[src/rtl/multi_channel_signal_shifter_pkg.sv]
// signal_shifter_pkg: channel state type, register map and CTRL bit positions
package signal_shifter_pkg;
  typedef enum logic [1:0] {IDLE, COUNT, DELAY, PULSE} ch_state_t;
  localparam logic [1:0] REG_DELAY = 2'd0;
  localparam logic [1:0] REG_EVENT = 2'd1;
  localparam logic [1:0] REG_WIDTH = 2'd2;
  localparam logic [1:0] REG_CTRL  = 2'd3;
  localparam int CTRL_EN  = 0;
  localparam int CTRL_POL = 1;
endpackage

[src/rtl/multi_channel_signal_shifter_if.sv]
// multi_channel_signal_shifter_if: register write port
//   cfg_we   one-cycle write strobe
//   cfg_ch   target channel
//   cfg_addr register select (DELAY/EVENT/WIDTH/CTRL)
//   cfg_data LSB-aligned write data
interface multi_channel_signal_shifter_if #(
  parameter int CH_W = 2
);
  logic            cfg_we;
  logic [CH_W-1:0] cfg_ch;
  logic [1:0]      cfg_addr;
  logic [31:0]     cfg_data;
  modport master (output cfg_we, cfg_ch, cfg_addr, cfg_data);
  modport slave  (input  cfg_we, cfg_ch, cfg_addr, cfg_data);
endinterface

[src/rtl/multi_channel_signal_shifter_channel.sv]
// signal_shifter_channel: one edge-counting delayed-pulse generator
//   clk, reset    clock, synchronous active-high reset
//   trig_i        asynchronous trigger input
//   we_i          write strobe already decoded for this channel
//   addr_i/data_i register select and write data
//   pulse_o       output pulse (high while in PULSE)
//   busy_o        high while in DELAY or PULSE
//   miss_o        saturating missed-edge count (SHIFTER_MISS_CNT_EN only)
module signal_shifter_channel
  import signal_shifter_pkg::*;
#(
  parameter int MAX_DELAY = 10000000,
  parameter int MAX_EVENT = 1023,
  parameter int MAX_WIDTH = 65535,
  parameter int MISS_W    = 16
) (
  input  logic        clk,
  input  logic        reset,
  input  logic        trig_i,
  input  logic        we_i,
  input  logic [1:0]  addr_i,
  input  logic [31:0] data_i,
  output logic        pulse_o,
  output logic        busy_o
`ifdef SHIFTER_MISS_CNT_EN
  ,
  output logic [MISS_W-1:0] miss_o
`endif
);
  localparam int DELAY_W = $clog2(MAX_DELAY + 1);
  localparam int EVENT_W = $clog2(MAX_EVENT + 1);
  localparam int WIDTH_W = $clog2(MAX_WIDTH + 1);
  logic [DELAY_W-1:0] delay_q, delay_d, dly_sh_q, dly_sh_d, dly_cnt_q, dly_cnt_d;
  logic [EVENT_W-1:0] event_q, event_d, ev_cnt_q, ev_cnt_d, n_eff;
  logic [WIDTH_W-1:0] width_q, width_d, wid_sh_q, wid_sh_d, pw_cnt_q, pw_cnt_d;
  logic [1:0]         ctrl_q, ctrl_d, sync_q;
  logic               hist_q, edge_w, fire;
  ch_state_t          state_q, state_d;
  logic               unused_data;
  assign unused_data = ^data_i[31:DELAY_W];
  always_comb begin
    delay_d = (we_i && addr_i == REG_DELAY) ? data_i[DELAY_W-1:0] : delay_q;
    event_d = (we_i && addr_i == REG_EVENT) ? data_i[EVENT_W-1:0] : event_q;
    width_d = (we_i && addr_i == REG_WIDTH) ? data_i[WIDTH_W-1:0] : width_q;
    ctrl_d  = (we_i && addr_i == REG_CTRL)  ? data_i[1:0]         : ctrl_q;
  end
  // hist always follows the synced value, so a polarity change never fabricates an edge
  assign edge_w = (sync_q[1] != hist_q) && (sync_q[1] == ~ctrl_q[CTRL_POL]);
  assign n_eff  = (event_q == '0) ? EVENT_W'(1) : event_q;
  // >= rather than == so lowering EVENT below the running count fires on the next edge
  assign fire   = edge_w && (ev_cnt_q >= n_eff - EVENT_W'(1));
  always_comb begin
    state_d   = state_q;
    ev_cnt_d  = ev_cnt_q;
    dly_cnt_d = dly_cnt_q;
    pw_cnt_d  = pw_cnt_q;
    dly_sh_d  = dly_sh_q;
    wid_sh_d  = wid_sh_q;
    case (state_q)
      IDLE: begin
        ev_cnt_d  = '0;
        dly_cnt_d = '0;
        pw_cnt_d  = '0;
        state_d   = ctrl_q[CTRL_EN] ? COUNT : IDLE;
      end
      COUNT: begin
        if (fire) begin
          state_d   = DELAY;
          ev_cnt_d  = n_eff;
          dly_cnt_d = '0;
          dly_sh_d  = delay_q;
          wid_sh_d  = (width_q == '0) ? WIDTH_W'(1) : width_q;
        end else if (edge_w) begin
          ev_cnt_d = ev_cnt_q + EVENT_W'(1);
        end
      end
      DELAY: begin
        if (dly_cnt_q >= dly_sh_q) begin
          state_d  = PULSE;
          pw_cnt_d = WIDTH_W'(1);
        end else begin
          dly_cnt_d = dly_cnt_q + DELAY_W'(1);
        end
      end
      PULSE: begin
        if (pw_cnt_q >= wid_sh_q) begin
          state_d  = COUNT;
          ev_cnt_d = '0;
        end else begin
          pw_cnt_d = pw_cnt_q + WIDTH_W'(1);
        end
      end
    endcase
    // disable acts on the incoming CTRL value so a running pulse is cut on the next cycle
    if (!ctrl_d[CTRL_EN]) begin
      state_d  = IDLE;
      ev_cnt_d = '0;
    end
  end
  always_ff @(posedge clk) begin
    if (reset) begin
      delay_q   <= '0;
      event_q   <= EVENT_W'(1);
      width_q   <= WIDTH_W'(1);
      ctrl_q    <= '0;
      sync_q    <= '0;
      hist_q    <= 1'b0;
      state_q   <= IDLE;
      ev_cnt_q  <= '0;
      dly_cnt_q <= '0;
      pw_cnt_q  <= '0;
      dly_sh_q  <= '0;
      wid_sh_q  <= '0;
    end else begin
      delay_q   <= delay_d;
      event_q   <= event_d;
      width_q   <= width_d;
      ctrl_q    <= ctrl_d;
      sync_q    <= {sync_q[0], trig_i};
      hist_q    <= sync_q[1];
      state_q   <= state_d;
      ev_cnt_q  <= ev_cnt_d;
      dly_cnt_q <= dly_cnt_d;
      pw_cnt_q  <= pw_cnt_d;
      dly_sh_q  <= dly_sh_d;
      wid_sh_q  <= wid_sh_d;
    end
  end
  assign pulse_o = state_q == PULSE;
  assign busy_o  = (state_q == DELAY) || (state_q == PULSE);
`ifdef SHIFTER_MISS_CNT_EN
  logic [MISS_W-1:0] miss_q, miss_d;
  always_comb
    miss_d = (we_i && addr_i == REG_CTRL) ? '0 :
             (edge_w && busy_o && ~&miss_q) ? miss_q + MISS_W'(1) : miss_q;
  always_ff @(posedge clk) miss_q <= reset ? '0 : miss_d;
  assign miss_o = miss_q;
`endif
endmodule

[src/rtl/multi_channel_signal_shifter.sv]
// multi_channel_signal_shifter: NUM_CH independent edge-counting delayed-pulse generators
//   clk, reset  clock, synchronous active-high reset
//   trig_in     asynchronous trigger inputs, one per channel
//   cfg         register write port (slave side)
//   out_pulse   per-channel output pulses
//   busy        per-channel DELAY/PULSE indication
//   miss_cnt    per-channel missed-edge counters, ch0 in LSBs
//               (present only when SHIFTER_MISS_CNT_EN is defined)
module multi_channel_signal_shifter
  import signal_shifter_pkg::*;
#(
  parameter int NUM_CH    = 4,
  parameter int MAX_DELAY = 10000000,
  parameter int MAX_EVENT = 1023,
  parameter int MAX_WIDTH = 65535,
  parameter int MISS_W    = 16
) (
  input  logic                    clk,
  input  logic                    reset,
  input  logic [NUM_CH-1:0]       trig_in,
  multi_channel_signal_shifter_if.slave cfg,
  output logic [NUM_CH-1:0]       out_pulse,
  output logic [NUM_CH-1:0]       busy
`ifdef SHIFTER_MISS_CNT_EN
  ,
  output logic [NUM_CH*MISS_W-1:0] miss_cnt
`endif
);
  localparam int CH_W = (NUM_CH > 1) ? $clog2(NUM_CH) : 1;
  for (genvar c = 0; c < NUM_CH; c++) begin : g_ch
    signal_shifter_channel #(
      .MAX_DELAY (MAX_DELAY),
      .MAX_EVENT (MAX_EVENT),
      .MAX_WIDTH (MAX_WIDTH),
      .MISS_W    (MISS_W)
    ) u_ch (
      .clk     (clk),
      .reset   (reset),
      .trig_i  (trig_in[c]),
      .we_i    (cfg.cfg_we && cfg.cfg_ch == CH_W'(c)),
      .addr_i  (cfg.cfg_addr),
      .data_i  (cfg.cfg_data),
      .pulse_o (out_pulse[c]),
      .busy_o  (busy[c])
`ifdef SHIFTER_MISS_CNT_EN
      ,
      .miss_o  (miss_cnt[c*MISS_W +: MISS_W])
`endif
    );
  end
endmodule

[src/flat_wrapper.sv]
// flat-port wrapper written by rule: the top's interface ports become plain ports
module multi_channel_signal_shifter_flat import signal_shifter_pkg::*;
#(
  parameter int NUM_CH    = 4,
  parameter int MAX_DELAY = 10000000,
  parameter int MAX_EVENT = 1023,
  parameter int MAX_WIDTH = 65535,
  parameter int MISS_W    = 16
)
  (clk, reset, trig_in, out_pulse, busy, cfg_cfg_we, cfg_cfg_ch, cfg_cfg_addr, cfg_cfg_data);
  multi_channel_signal_shifter_if #(.CH_W(2)) cfg_i ();
  input  logic clk;
  input  logic reset;
  input  logic [NUM_CH-1:0] trig_in;
  output logic [NUM_CH-1:0] out_pulse;
  output logic [NUM_CH-1:0] busy;
  input wire logic [$bits(cfg_i.cfg_we)-1:0] cfg_cfg_we;
  input wire logic [$bits(cfg_i.cfg_ch)-1:0] cfg_cfg_ch;
  input wire logic [$bits(cfg_i.cfg_addr)-1:0] cfg_cfg_addr;
  input wire logic [$bits(cfg_i.cfg_data)-1:0] cfg_cfg_data;
  assign cfg_i.cfg_we = cfg_cfg_we;
  assign cfg_i.cfg_ch = cfg_cfg_ch;
  assign cfg_i.cfg_addr = cfg_cfg_addr;
  assign cfg_i.cfg_data = cfg_cfg_data;
  multi_channel_signal_shifter #(.NUM_CH(NUM_CH), .MAX_DELAY(MAX_DELAY), .MAX_EVENT(MAX_EVENT), .MAX_WIDTH(MAX_WIDTH), .MISS_W(MISS_W)) u_core (.clk(clk), .reset(reset), .trig_in(trig_in), .cfg(cfg_i), .out_pulse(out_pulse), .busy(busy));
endmodule
[config.mk]
export PLATFORM = sky130hd
export DESIGN_NAME = multi_channel_signal_shifter_flat
export DESIGN_NICKNAME = d
export VERILOG_FILES = /design/src/rtl/multi_channel_signal_shifter_pkg.sv /design/src/rtl/multi_channel_signal_shifter_if.sv /design/src/rtl/multi_channel_signal_shifter_channel.sv /design/src/rtl/multi_channel_signal_shifter.sv /design/src/flat_wrapper.sv
export SDC_FILE = /design/constraint.sdc
export NUM_CORES = 2
export LEC_CHECK = 0
export ABC_AREA = 1
export CAP_MARGIN = 20
export CORE_ASPECT_RATIO = 1.5
export CORE_MARGIN = 10
export CORE_UTILIZATION = 30
export DETAILED_ROUTE_END_ITERATION = 16
export HOLD_SLACK_MARGIN = 0.08
export PLACE_DENSITY = 0.52
export SLEW_MARGIN = 20
export SYNTH_ARGS = -nofsm -noshare
export SYNTH_HDL_FRONTEND = slang
export SYNTH_HIERARCHICAL = 1
export SYNTH_SLANG_ARGS = --single-unit
[constraint.sdc]
create_clock -name clk -period 4.25 [get_ports clk]
set_input_delay 0.85 -clock clk [delete_from_list [all_inputs] [get_ports clk]]
set_output_delay 0.85 -clock clk [all_outputs]
set_load 0.03 [all_outputs]
==> key figures <==
Placed design
  – Placer Congestion: 0.8485
  – Post-place setup slack: 0.7209 ns
  – Port Buffers: 42
  – Post-DP HPWL: 67.70 mm
  – Placed inst area: 34480 µm²

Pwr
  – Cell leakage power: 14.38 nW
  – Switch share: 23.30%
  – Pint: 9.485 mW
  – P_sw: 2.882 mW
  – Clock share of power: 51.0%
  – Flop pwr share: 45.2%
  – Comb pwr share: 3.9%
  – Worst IR Drop VDD: 301.3 µV
  – PD cells: 335.6 nW/µm²

Die
  – Row count: 148
  – Die area: 123300 µm²
  – Die X: 290 µm
  – CORE AREA: 108500 µm²
  – IO Count: 51
  – Die H: 425 µm
  – Initial Util: 30.23%

Cells and area
  – Fin util: 33.96%
  – Area Overhead vs Synth: 12.34%
  – Share of layout cells above drive strength 1: 6.465%
  – Fin nets: 4991
  – Fin area: 36850 µm²
  – Fillcell total: 11.85k

Worst setup path
  – R2R Setup Slk: 0.76 ns
  – Buf/Inv on CP: 2
  – End of the worst register-to-register path: u_core/g_ch[2].u_ch/dly_cnt_q[18]
  – Critical path class: reg -> out
  – Worst Path Arrival: 2.81 ns
  – CP startpoint kind: flop
  – R2R depth: 20
  – Crit path required time: 3.40 ns
  – Top delay family on crit path: buffers and inverters
  – CP cell instances: ha_1 -> inv_1 -> nand2_1 -> clkdlybuf4s50_1
  – R2r startpoint: u_core/g_ch[2].u_ch/event_q[4]
  – Slowest CP cell: clkdlybuf4s50_1
  – Critical path's largest stage delay: 0.71 ns
  – Setup crit end kind: output port
  – Crit path max fanout: 14

Global routing
  – Initial antenna violation count: 2
  – Global-route wire length before repair: 153.3 mm
  – Vias in the first global route: 28.05k
  – Largest net degree at the start of global routing: 86
  – GRT Total Usage: 15.25%
  – Grt total ovfl: 0

Routing
  – Antenna Nets Post-Route: 0
  – Total Wirelength: 96.10 mm
  – Initial drt markers: 1566
  – Avg WL per Cell: 15.52 µm
  – DR vias/cell: 4.755
  – Drt pass-1 iters: 5
  – DRC viols: 0
  – DR vias: 29.44k
  – M1 WL: 40.44 mm
  – WL met3: 3.206 mm
  – Top layer in use: met4
  – Met2 Wirelength: 49.40 mm

STA
  – Worst hold slack: 0.3930 ns
  – Final setup fails: 0
  – Setup slack after layout: 0.5891 ns
  – Worst slew pin tran: 1.095 ns
  – Setup TNS: 0 ns
  – Count of final hold-check violations: 0
  – Worst slew margin: 26.79%
  – RSZ-0062 raised after global routing: no
  – Final period utilization: 86.14%
  – Max Fclk: 0.2732 GHz
  – Pins Over Slew Limit: 0
  – Final min period: 3.661 ns
  – Setup Skew: 0.03658 ns

Clock network
  – Num Clock Sinks: 588
  – Worst-path clk slew: 0.06 ns
  – Clk Latency, worst-skew pair: 0.65 ns
  – Cts hold-fix bufs: 0
  – Post-CTS setup buffers: 0
  – CTS root buf: clkbuf_16
  – Cts bufs inserted: 67
  – Clk buf depth: 3
  – CTS tree: done
  – Number of gates resized after CTS: 0
  – Htree depth: 3

Job
  – Max-cap violations: 0

Logic synthesis
  – Synth Cell Area: 32810 µm²
  – Simple-gate share of the synthesized area: 27.56%
  – Largest family of logic cells by synthesized area: simple AND/OR/NAND/NOR gates
  – YS warnings: 6
  – Unique masters post-synth: 45
  – Syn Area/Cell: 6.918 µm²
  – Syn Nets: 5020
  – Compound-Gate Fraction of Synth Area: 15.29%
  – Synth Area in XOR/XNOR: 3.177%
  – Flops & latches, synth: 588
  – Cells after Synth: 4742
  – Sequential area share after synthesis: 35.88%
  – Mux cell area share after synthesis: 0.1030%
  – Post-synthesis adder-cell area fraction: 8.963%

Min path
  – Min-delay src: u_core/g_ch[1].u_ch/sync_q[0]
  – Hold path cells: 2
  – Hold endpoint: u_core/g_ch[1].u_ch/sync_q[1]
  – Min-delay worst type: reg -> reg

Run status
  – Status: finished, final reports clean
## synth_stat cells, drive strengths merged
master,count,area share [%]
xor2,85,2.3
nor2,822,9.6
o21ai,412,6.3
or2,8,0.15
o21bai,6,0.14
nand2,883,10
nand3,241,4.0
nor3,69,1.4
a21o,12,0.27
a31oi,2,0.038
a41oi,2,0.053
a21oi,490,7.7
clkinv,9,0.10
o22ai,21,0.40
clkbuf,108,1.2
o21a,1,0.023
nor4,12,0.23
dfxtp,588,36
ha,235,9.0
nand4,88,1.7
a211oi,8,0.18
xnor2,34,0.91
buf,85,1.8
inv,512,5.9
o211ai,6,0.14
mux2,3,0.10
## metrics by stage
step / instances / power [mW]
2_1_floorplan: 4742 / 5.957
3_3_place_gp: 6069 / 6.190
3_5_place_dp: 6069 / 6.193
4_1_cts: 6189 / 12.59
5_1_grt: 6189 / 12.82
6_report: 6191 / 12.37
## state kept, by name, summed over array words and instances (netlist names)
signal and count:
u_core/g_ch.u_ch/ctrl_q 8, u_core/g_ch.u_ch/delay_q 96, u_core/g_ch.u_ch/dly_cnt_q 96, u_core/g_ch.u_ch/dly_sh_q 96
u_core/g_ch.u_ch/ev_cnt_q 40, u_core/g_ch.u_ch/event_q 40, u_core/g_ch.u_ch/hist_q 4, u_core/g_ch.u_ch/pw_cnt_q 64
u_core/g_ch.u_ch/state_q 8, u_core/g_ch.u_ch/sync_q 8, u_core/g_ch.u_ch/wid_sh_q 64, u_core/g_ch.u_ch/width_q 64
## worst register-to-register path: stages, from the launching register on
cell and delay, ns:
dfxtp_1 0.35, nor2_1 0.16, nand3_1 0.11, nor3_1 0.19, a21oi_2 0.12, ha_1 0.24
nand2_1 0.11, nor2_1 0.06, xor2_1 0.15, ha_1 0.28, nand2_1 0.06, nor2_1 0.15
nand3_1 0.09, nand3_1 0.12, nand2_2 0.10, nand2_2 0.23, nand2_2 0.14, inv_4 0.26
nand2_4 0.24, nand2_1 0.12, a21oi_1 0.07
## cell type report
class	count	area [µm²]	area share [%]
multi-input combinational	3440	18090	49.09
sequential	588	11770	31.94
inverter	521	1958	5.313
clock buffer	84	1863	5.055
tap	1425	1783	4.838
timing repair buffer	95	877.1	2.380
clock inverter	36	503.0	1.365
antenna	2	5.005	0.01358
## logic make-up (layout without fill, tap and decap cells)
group,count (synthesis),count (layout)
and+or+nand+nor,2123,2123
adders and majority gates,235,235
xor gates and xnor gates,119,119
buffers and inverters,714,736
AOI/OAI and AO/OA,960,960
muxes,3,3
other,0,2
DFF,588,588
## metal layers
metal,GRT usage (%),vias to the layer above
li1,-,15358
met1,17.33,13566
met2,28.32,374
met3,2.008,141
met4,6.142,0
met5,0,-
## placed cells by master (no fill, tap or decap), drive strengths merged, types with 8 or more instances in the layout
cell type      count
a21o              12
nand2            883
o21ai            412
inv              517
nor4              12
or2                8
a21oi            490
ha               235
bufinv            11
nand4             88
nor2             822
xor2              85
clkbuf            84
o22ai             21
clkinv            25
nor3              69
dfxtp            588
clkdlybuf4s50     40
buf               55
nand3            241
xnor2             34
a211oi             8
## power groups by stage
| stage | clock network, mW | logic (mW) | registers, mW |
|---|---|---|---|
| 2_1_floorplan | 0 | 0.257 | 5.70 |
| 3_3_place_gp | 0 | 0.482 | 5.71 |
| 3_5_place_dp | 0 | 0.485 | 5.71 |
| 4_1_cts | 6.52 | 0.487 | 5.58 |
| 5_1_grt | 6.70 | 0.531 | 5.59 |
| 6_report | 6.30 | 0.479 | 5.59 |
## how the worst max path moves through the flow
stage,slack (ns),endpoint,from,cells past startpoint
2_1_floorplan,1.54,u_core/g_ch[3].u_ch/dly_cnt_q[22],u_core/g_ch[3].u_ch/event_q[4],19
3_3_place_gp,0.71,u_core/g_ch[2].u_ch/ev_cnt_q[7],cfg_cfg_data[0],5
3_5_place_dp,0.72,u_core/g_ch[2].u_ch/dly_cnt_q[17],u_core/g_ch[2].u_ch/event_q[4],20
4_1_cts,0.49,busy[0],u_core/g_ch[0].u_ch/state_q[0],4
5_1_grt,0.33,u_core/g_ch[2].u_ch/dly_cnt_q[7],u_core/g_ch[2].u_ch/event_q[5],20
6_report,0.59,busy[0],u_core/g_ch[0].u_ch/state_q[0],4
Note: power is estimated with default switching activity, not from simulation.
